<file path="src/rtl/csirx_pkg.sv">
// csirx_pkg: CSI-2 data type codes and packet sequencer state encoding
package csirx_pkg;
  localparam logic [5:0] DT_FS       = 6'h00;
  localparam logic [5:0] DT_FE       = 6'h01;
  localparam logic [5:0] DT_LS       = 6'h02;
  localparam logic [5:0] DT_LE       = 6'h03;
  localparam logic [5:0] DT_LONG_MIN = 6'h10;
  localparam logic [5:0] DT_RAW8     = 6'h2A;
  localparam logic [5:0] DT_RAW10    = 6'h2B;
  typedef enum logic [2:0] {IDLE, HDR1, PAYLOAD, FOOTER, WAIT_END} state_t;
endpackage

</file>
<file path="src/rtl/csirx_axis_outreg.sv">
// csirx_axis_outreg: single-entry AXI4-Stream output register that drops words arriving while full
module csirx_axis_outreg #(
  parameter int W = 16,
  parameter int K = 2
) (
  input  logic         clk,
  input  logic         reset,
  input  logic         in_valid,
  input  logic [W-1:0] in_data,
  input  logic [K-1:0] in_keep,
  input  logic         in_last,
  input  logic         in_user,
  output logic         loaded,
  output logic         overflow,
  output logic         m_axis_tvalid,
  output logic [W-1:0] m_axis_tdata,
  output logic [K-1:0] m_axis_tkeep,
  output logic         m_axis_tlast,
  output logic         m_axis_tuser,
  input  logic         m_axis_tready
);
  assign loaded = in_valid && (!m_axis_tvalid || m_axis_tready);
  always_ff @(posedge clk or posedge reset)
    if (reset) begin
      overflow      <= 1'b0;
      m_axis_tvalid <= 1'b0;
      m_axis_tdata  <= '0;
      m_axis_tkeep  <= '0;
      m_axis_tlast  <= 1'b0;
      m_axis_tuser  <= 1'b0;
    end else begin
      overflow <= in_valid && !loaded;
      if (loaded) begin
        m_axis_tvalid <= 1'b1;
        m_axis_tdata  <= in_data;
        m_axis_tkeep  <= in_keep;
        m_axis_tlast  <= in_last;
        m_axis_tuser  <= in_user;
      end else if (m_axis_tready) m_axis_tvalid <= 1'b0;
    end
endmodule

</file>
<file path="src/rtl/csirx_packet_ctrl.sv">
// csirx_packet_ctrl: parses CSI-2 packets from aligned lane words, tracks frames, streams accepted payload lines
module csirx_packet_ctrl
  import csirx_pkg::*;
#(
  parameter int         N_DATA_LANES = 2,
  parameter logic [5:0] ACCEPT_DT    = 6'h2B,
  parameter logic [1:0] ACCEPT_VC    = 2'd0
) (
  input  logic                      clk,
  input  logic                      reset,
  input  logic [8*N_DATA_LANES-1:0] word_in,
  input  logic                      word_valid,
  input  logic                      burst_active,
  output logic                      m_axis_tvalid,
  output logic [8*N_DATA_LANES-1:0] m_axis_tdata,
  output logic [N_DATA_LANES-1:0]   m_axis_tkeep,
  output logic                      m_axis_tlast,
  output logic                      m_axis_tuser,
  input  logic                      m_axis_tready,
  output logic                      frame_active,
  output logic [15:0]               frame_num,
  output logic [15:0]               line_count,
  output logic                      err_truncated,
  output logic                      err_overflow
);
  localparam int K = N_DATA_LANES;
  state_t      state;
  logic [7:0]  di, wc_l;
  logic [15:0] rem;
  logic        wc_odd, fwd, sof_pending, loaded;
  logic [15:0] wc_full;
  logic [16:0] wc_p1;
  logic        pay_valid, pay_last;
  logic [K-1:0] pay_keep;
  assign wc_full   = {word_in[7:0], wc_l};
  assign wc_p1     = {1'b0, wc_full} + 17'd1;
  assign pay_last  = rem == 16'd1;
  assign pay_valid = state == PAYLOAD && word_valid && burst_active && fwd;
  assign pay_keep  = (pay_last && wc_odd) ? K'(1) : {K{1'b1}};
  csirx_axis_outreg #(.W(8*K), .K(K)) u_outreg (
    .clk(clk), .reset(reset),
    .in_valid(pay_valid), .in_data(word_in), .in_keep(pay_keep),
    .in_last(pay_last), .in_user(sof_pending),
    .loaded(loaded), .overflow(err_overflow),
    .m_axis_tvalid(m_axis_tvalid), .m_axis_tdata(m_axis_tdata), .m_axis_tkeep(m_axis_tkeep),
    .m_axis_tlast(m_axis_tlast), .m_axis_tuser(m_axis_tuser), .m_axis_tready(m_axis_tready)
  );
  always_ff @(posedge clk or posedge reset)
    if (reset) begin
      state         <= IDLE;
      di            <= '0;
      wc_l          <= '0;
      wc_odd        <= 1'b0;
      rem           <= '0;
      fwd           <= 1'b0;
      frame_active  <= 1'b0;
      frame_num     <= '0;
      line_count    <= '0;
      sof_pending   <= 1'b0;
      err_truncated <= 1'b0;
    end else begin
      err_truncated <= 1'b0;
      if (loaded && sof_pending) sof_pending <= 1'b0;
      if (loaded && pay_last) line_count <= line_count + 16'd1;
      case (state)
        IDLE:
          if (word_valid) begin
            di    <= word_in[7:0];
            wc_l  <= word_in[15:8];
            state <= HDR1;
          end
        HDR1:
          if (!burst_active) begin
            err_truncated <= 1'b1;
            state         <= IDLE;
          end else if (word_valid) begin
            wc_odd <= wc_full[0];
            rem    <= wc_p1[16:1];
            fwd    <= di[5:0] == ACCEPT_DT && di[7:6] == ACCEPT_VC && frame_active;
            if (di[5:0] < DT_LONG_MIN) begin
              if (di[7:6] == ACCEPT_VC && di[5:0] == DT_FS) begin
                frame_active <= 1'b1;
                frame_num    <= wc_full;
                line_count   <= '0;
                sof_pending  <= 1'b1;
              end else if (di[7:6] == ACCEPT_VC && di[5:0] == DT_FE) frame_active <= 1'b0;
              state <= WAIT_END;
            end else state <= wc_full == 16'd0 ? FOOTER : PAYLOAD;
          end
        PAYLOAD:
          if (!burst_active) begin
            err_truncated <= 1'b1;
            state         <= IDLE;
          end else if (word_valid) begin
            rem <= rem - 16'd1;
            if (pay_last) state <= FOOTER;
          end
        FOOTER:
          if (!burst_active) begin
            err_truncated <= 1'b1;
            state         <= IDLE;
          end else if (word_valid) state <= WAIT_END;
        default:
          if (!burst_active) state <= IDLE;
      endcase
    end
endmodule
</file>
<file path="config.mk">
export PLATFORM = sky130hd
export DESIGN_NAME = csirx_packet_ctrl
export DESIGN_NICKNAME = d
export VERILOG_FILES = /design/src/rtl/csirx_pkg.sv /design/src/rtl/csirx_axis_outreg.sv /design/src/rtl/csirx_packet_ctrl.sv
export SDC_FILE = /design/constraint.sdc
export NUM_CORES = 1
export LEC_CHECK = 0
export ABC_AREA = 0
export CAP_MARGIN = 20
export CELL_PAD_IN_SITES_DETAIL_PLACEMENT = 1
export CELL_PAD_IN_SITES_GLOBAL_PLACEMENT = 1
export CORE_MARGIN = 2
export CORE_UTILIZATION = 40
export CTS_CLUSTER_DIAMETER = 120
export DETAILED_ROUTE_END_ITERATION = 8
export GPL_ROUTABILITY_DRIVEN = 0
export HOLD_SLACK_MARGIN = 0.02
export PLACE_DENSITY = 0.82
export SYNTH_ARGS = -nofsm -noshare
export SYNTH_HDL_FRONTEND = slang
export SYNTH_HIERARCHICAL = 1
export SYNTH_SLANG_ARGS = --single-unit
</file>
<file path="constraint.sdc">
create_clock -name clk -period 5.25 [get_ports clk]
set_input_delay 0.7875 -clock clk [delete_from_list [all_inputs] [get_ports clk]]
set_output_delay 0.7875 -clock clk [all_outputs]
set_load 0.01 [all_outputs]
</file>
==> impl_metrics.tcl, run 1 <==
set metrics [dict create \
    ios 77 \
    tns_ns 0 \
    synth_compound_area_share_pct 6.90 \
    switchingPower_uw 1050 \
    yosys.area.top_type_share_pct 48.6 \
    worstPathArrival_ns 3.59 \
    hold_depth 1 \
    die_w_um 114 \
    synthCells 441 \
    grt_max_degree 59 \
    antenna_found_initial 0 \
    clockPowerShare_pct 24.9 \
    switching_share_pct 35.8 \
    area_growth_pct 24.5 \
    fin_util_pct 50.6 \
    cts_sinks 94 \
    p_leak_uw 0.00264 \
    crit_path_cell_trace "clkdlybuf4s50_1, nand2_1, nor2_1, nand2_4, inv_1, or4b_2, nor4_1, xnor2_1, nor2_1" \
    fill_cells 1299 \
    post_cts_buffers 0 \
    worst_pin_slew_ns 0.882 \
    diodes 0 \
    hold_class "reg2reg" \
    avgRoutedWirePerCell_um 20.6 \
    synth_top_family_by_area "simple AND/OR/NAND/NOR gates" \
    clkSlewWorstSetupHoldPaths_ns 0.07 \
    cp-end-kind "flip-flop" \
    ff2ff_path_depth 10 \
    fmax_mhz 297 \
    rows 40 \
    clk-insertion-delay-late_ns 0.35 \
    r2r_setup_slack_ns 1.91 \
    routed_wl_um 13700 \
    grt_remaining_overflow 0 \
    yosys.area_share.simple_pct 21.4 \
    min_from "frame_num[0]" \
    hold_viol_final 0 \
    fin_area_mm2 0.00603 \
    cp.required_ns 5.48 \
    seq_area_frac_synth_pct 48.6 \
    postCtsHoldBufs 0 \
    cellPowerDensity_mw_per_mm2 484 \
    status "finished, final reports clean" \
    vias 3736 \
    post_cts_resized 0 \
    fin_worst_skew_ns 0.00609 \
    die_area_mm2 0.0130 \
    fp.dieH_um 114 \
    finalCritPeriodShare_pct 64.1 \
    globalRouteTotalUtil_pct 22.3 \
    synth.area.mux_share_pct 13.7 \
    synthTopCellsByArea "dfrtp_1 49%, mux2_4 5.9%, mux2_1 3.7%, mux2_2 3.7%, nand2_1 2.8%" \
    drc 0 \
    cts_root_buffer "clkbuf_16" \
    postSynthAreaPerCell_um2 11.0 \
    yosys.area.top_type "dfrtp_1" \
    first_pass_iters 6 \
    slew_viol_final 0 \
    core_mm2 0.0119 \
    holdWs_ns 0.497 \
    r2r-end "line_count[5]" \
    maxSlewHeadroom_pct 41.1 \
    htreeDepth 3 \
    final_nets 536 \
    first_global_vias 4130 \
    drt.antenna.violating_nets 0 \
    syn_area_mm2 0.00484 \
    place_area_mm2 0.00569 \
    rsz0062_at_grt "no" \
    grt_pass1_wl_um 22500 \
    yosys_warnings 6 \
    async_flop_share_pct 100 \
    final_common_cell "dfrtp_1" \
    multiInputGateArea_mm2 0.00233 \
    cts_tree "yes" \
    max-clock-path-buffers 2 \
    final-setup-viol-count 0 \
    p_int_uw 1870 \
    post-route-min-period_ns 3.37 \
    totalPowerFinal_uw 2920 \
    cp_max_fo 21 \
    r2r_start "state[0]" \
    synth_top_flop_cell "dfrtp_1" \
    synthesis.nets 467 \
    start_util_pct 40.7 \
    synth_seq_cells 94 \
    seqCellArea_mm2 0.00235 \
    yosys.area_share.adder_pct 1.29 \
    slowest_delay_ns 0.65 \
    critical_path.most_common_cell "nor2_1" \
    cp-start-kind "primary input" \
    cts_made_buffers 9 \
    cap_violations 0 \
    critPathKind "in2reg" \
    synth-edff-count 0 \
    drive_gt1_share_pct 15.3 \
    hpwl_um 9670 \
    drt_iter0_drc 202 \
    p_comb_share_pct 33.2 \
    synth_xor_area_share_pct 4.70 \
    max-vdd-ir-drop_mv 0.260 \
    final_cell_mix "94 x dfrtp_1, 76 x clkdlybuf4s50_1, 36 x nand2_1" \
    critPathSlowestCell "or4b_2" \
    seq_power_share_pct 41.9 \
    via_per_inst 5.64 \
    synth.distinct_cells 54 \
    hold-path-endpoint "frame_num[0]" \
    place.port_buffers 76 \
]
-- metal layers --
metal	vias up	GRT usage, %	part of all wire, %
met1	1903	27.3	43
li1	1711	-	-
met3	22	4.94	4.3
met5	-	0	0
met4	0	7.89	2.3
met2	100	38.8	50
-- flip-flops by register name, summed over array words and instances (netlist names), 2 cells and up --
| register | flops |
|---|---|
| frame_num | 16 |
| line_count | 16 |
| rem | 16 |
| u_outreg/m_axis_tdata | 16 |
| di | 8 |
| wc_l | 8 |
| state | 3 |
| u_outreg/m_axis_tkeep | 2 |
-- layout make-up --
type | count | area share (%)
multi-input cells | 315 | 38.7
well taps | 147 | 3.05
inverters | 10 | 0.623
clock buffers | 9 | 3.74
flip-flops and latches | 94 | 39.0
clock inverters | 7 | 1.72
repair buffers | 80 | 13.2
-- synthesized netlist by cell type (11+ instances only) --
master and count:
dfrtp_1 94, xor2_1 11, nor2_1 34, a21oi_1 16, mux2_4 19, nand4_1 13
mux2_1 16, xnor2_1 15, nand2_1 36, mux2_2 16, o21ai_0 23, nand3_1 13
clkbuf_1 12
-- worst max-delay path, delay by kind of cell --
| family | cells | cell delay [ns] |
|---|---|---|
| and+or+nand+nor | 6 | 1.76 |
| buffers and inverters | 2 | 0.86 |
| xor gates and xnor gates | 1 | 0.16 |
-- cell families (layout without fill, tap and decap cells) --
group,after synthesis,after routing
fa+ha+maj,5,5
other cells,1,1
mux,53,53
flops,94,94
xor+xnor,26,26
compound gates,57,57
buf+inv,32,106
simple gates,173,173
-- worst max path at each step --
stage / startpoint / endpoint / cells after the start
6_report: burst_active / line_count[5] / 9
5_1_grt: state[0] / line_count[5] / 10
4_1_cts: burst_active / line_count[5] / 6
3_5_place_dp: burst_active / line_count[5] / 6
3_3_place_gp: burst_active / line_count[5] / 6
2_1_floorplan: state[1] / line_count[7] / 12
-- metrics by stage --
step,setup WS [ns],std cells
2_1_floorplan,2.61,441
3_3_place_gp,1.62,645
3_5_place_dp,1.53,645
4_1_cts,1.87,661
5_1_grt,1.69,662
6_report,1.88,662
-- power groups by stage --
stage	logic (uW)	registers (uW)	clock network, uW
floorplan	622	1150	0
global placement	913	1200	0
detailed placement	960	1220	0
CTS	976	1220	742
global route	1060	1260	764
finish	968	1220	726
No activity file was read; power rests on OpenSTA's default activity.
==> run 2: changes to the inputs <==
--- a/config.mk
+++ b/config.mk
@@ -10,7 +10,7 @@
 export CELL_PAD_IN_SITES_DETAIL_PLACEMENT = 1
 export CELL_PAD_IN_SITES_GLOBAL_PLACEMENT = 1
 export CORE_MARGIN = 2
-export CORE_UTILIZATION = 40
+export CORE_UTILIZATION = 38
 export CTS_CLUSTER_DIAMETER = 120
 export DETAILED_ROUTE_END_ITERATION = 8
 export GPL_ROUTABILITY_DRIVEN = 0
==> constraint.sdc (replaced) <==
create_clock -name clk -period 2.71 [get_ports clk]
set_input_delay 0.4065 -clock clk [delete_from_list [all_inputs] [get_ports clk]]
set_output_delay 0.4065 -clock clk [all_outputs]
set_load 0.01 [all_outputs]
==> run 2 against run 1 <==
Flip-flop and latch count stayed put. Non-clock buffer count is 14 higher. Cell count is 5.9% higher. Clock skew is 0.0044 ns higher. Sequential share of layout area is 0.85 points lower. First-iteration DRC count is 13% lower. Sequential power is 89% higher. Critical path type is now reg2reg. Largest power group unchanged. Highest routed layer unchanged.
==> impl_metrics.tcl, run 2 (synthesized netlist as in run 1, its figures left out) <==
set metrics [dict create \
    status "finished, final reports clean" \
    p_comb_share_pct 35.6 \
    switching_share_pct 36.0 \
    avgRoutedWirePerCell_um 19.3 \
    rows 41 \
    first_pass_iters 4 \
    crit_buf_inv 1 \
    first_global_vias 4120 \
    drt.antenna.violating_nets 0 \
    post-place-ws_ns 0.00736 \
    cellPowerDensity_mw_per_mm2 889 \
    diodes 0 \
    crit_path_cell_trace "nand2b_1, nor2_1, nand2_1, nor2_1, nand2_4, inv_1, or4b_2, nor4_2, xnor2_1, nor2_1" \
    seq_power_share_pct 42.0 \
    critPathSlowestCell "or4b_2" \
    worstPathArrival_ns 2.76 \
    max-clock-path-buffers 2 \
    p_leak_uw 0.00270 \
    area_growth_pct 27.3 \
    hpwl_um 9690 \
    routed_wl_um 13500 \
    cap_violations 0 \
    timing.final.ws_setup_ns 0.176 \
    htreeDepth 3 \
    fin_worst_skew_ns 0.0105 \
    cp-end-kind "flip-flop" \
    place.port_buffers 76 \
    cp.required_ns 2.94 \
    final_cell_mix "94 x dfrtp_1, 76 x clkdlybuf4s50_1, 36 x nand2_1" \
    cp-start-kind "flip-flop" \
    ios 77 \
    grt_pass1_wl_um 22200 \
    grt_remaining_overflow 0 \
    drt_iter0_drc 176 \
    dp.cells 685 \
    antenna_found_initial 0 \
    switchingPower_uw 1970 \
    p_int_uw 3510 \
    cts_root_buffer "clkbuf_16" \
    drc 0 \
    rsz0062_at_grt "no" \
    die_w_um 117 \
    final_common_cell "dfrtp_1" \
    critical_path.most_common_cell "nor2_1" \
    finalCritPeriodShare_pct 93.5 \
    cts_made_buffers 9 \
    slowest_delay_ns 0.66 \
    cp_max_fo 4 \
    maxSlewHeadroom_pct 40.1 \
    clk-insertion-delay-late_ns 0.35 \
    final_nets 550 \
    slew_viol_final 0 \
    cts_sinks 94 \
    worst_pin_slew_ns 0.898 \
    start_util_pct 38.7 \
    fp.dieH_um 117 \
    core_mm2 0.0125 \
    hold_class "in2async" \
    tns_ns 0 \
    drive_gt1_share_pct 18.0 \
    layout.cells.non_filler 701 \
    hold_viol_final 0 \
    final-setup-viol-count 0 \
    clkSlewWorstSetupHoldPaths_ns 0.07 \
    die_area_mm2 0.0137 \
    critPathKind "reg2reg" \
    max-vdd-ir-drop_mv 0.516 \
    postCtsHoldBufs 0 \
    cp_top_family "simple AND/OR/NAND/NOR gates" \
    vias 3800 \
    cts_tree "yes" \
    globalRouteTotalUtil_pct 21.2 \
    grt_max_degree 31 \
    post-route-min-period_ns 2.53 \
    fmax_mhz 395 \
    clockPowerShare_pct 22.4 \
    via_per_inst 5.42 \
]
run 2: area by class of cell:
class	count	area [um2]
clock inverters	5	43.8
clock buffers	11	243
flip-flops and latches	94	2350
inverters	10	37.5
repair buffers	94	921
fillers	1392	6350
well taps	172	215
multi-input cells	315	2350
run 2: routing by layer:
layer / global-route usage (%) / vias up / part of all wire (%) / wire (um)
met2: 35.1 / 113 / 48 / 6500
met4: 8.39 / 0 / 2.5 / 343
met3: 4.63 / 28 / 5.3 / 720
met1: 27.3 / 1910 / 44 / 5930
met5: 0 / - / 0 / 0
li1: - / 1749 / - / -
run 2: worst paths after layout:
kind / startpoint / to / slack (ns) / cells past startpoint
max in group asynchronous: reset / u_outreg/m_axis_tlast / 1.54 / 2
worst min register to register: frame_num[2] / frame_num[2] / 0.49 / 1
worst min-delay path: reset / frame_num[14] / 0.41 / 2
worst max-delay path: state[0] / line_count[9] / 0.18 / 10
worst max register to register: state[0] / line_count[9] / 0.18 / 10
min in group clk: frame_num[2] / frame_num[2] / 0.49 / 1
run 2: metrics by stage:
step           instance area, um2  total power, uW  util, %  hold slack, ns
6_report                     6160             5480     49.2           0.414
5_1_grt                      6160             5820     49.2           0.441
4_1_cts                      6140             5530     49.1           0.433
3_5_place_dp                 5860             4240     46.8           0.478
3_3_place_gp                 5860             4140     46.8           0.469
2_1_floorplan                4840             3430        -           0.396
run 2: power groups by stage:
stage / combinational, uW / clock, uW / sequential [uW]
global route: 2140 / 1310 / 2370
CTS: 1970 / 1260 / 2300
global placement: 1870 / 0 / 2270
finish: 1950 / 1230 / 2300
detailed placement: 1940 / 0 / 2300
floorplan: 1200 / 0 / 2230
run 2: worst reg2reg max path, delay by kind of cell, from the launching register on:
family / cells / cell delay, ns
xor+xnor: 1 / 0.17
simple gates: 8 / 1.80
flops: 1 / 0.38
buf+inv: 1 / 0.07
run 2: timing repair:
action	4_1_cts	5_1_grt
gates resized for setup	0	3
hold endpoints to repair	0	0
endpoints found under the setup margin	0	3
buffers inserted	0	0
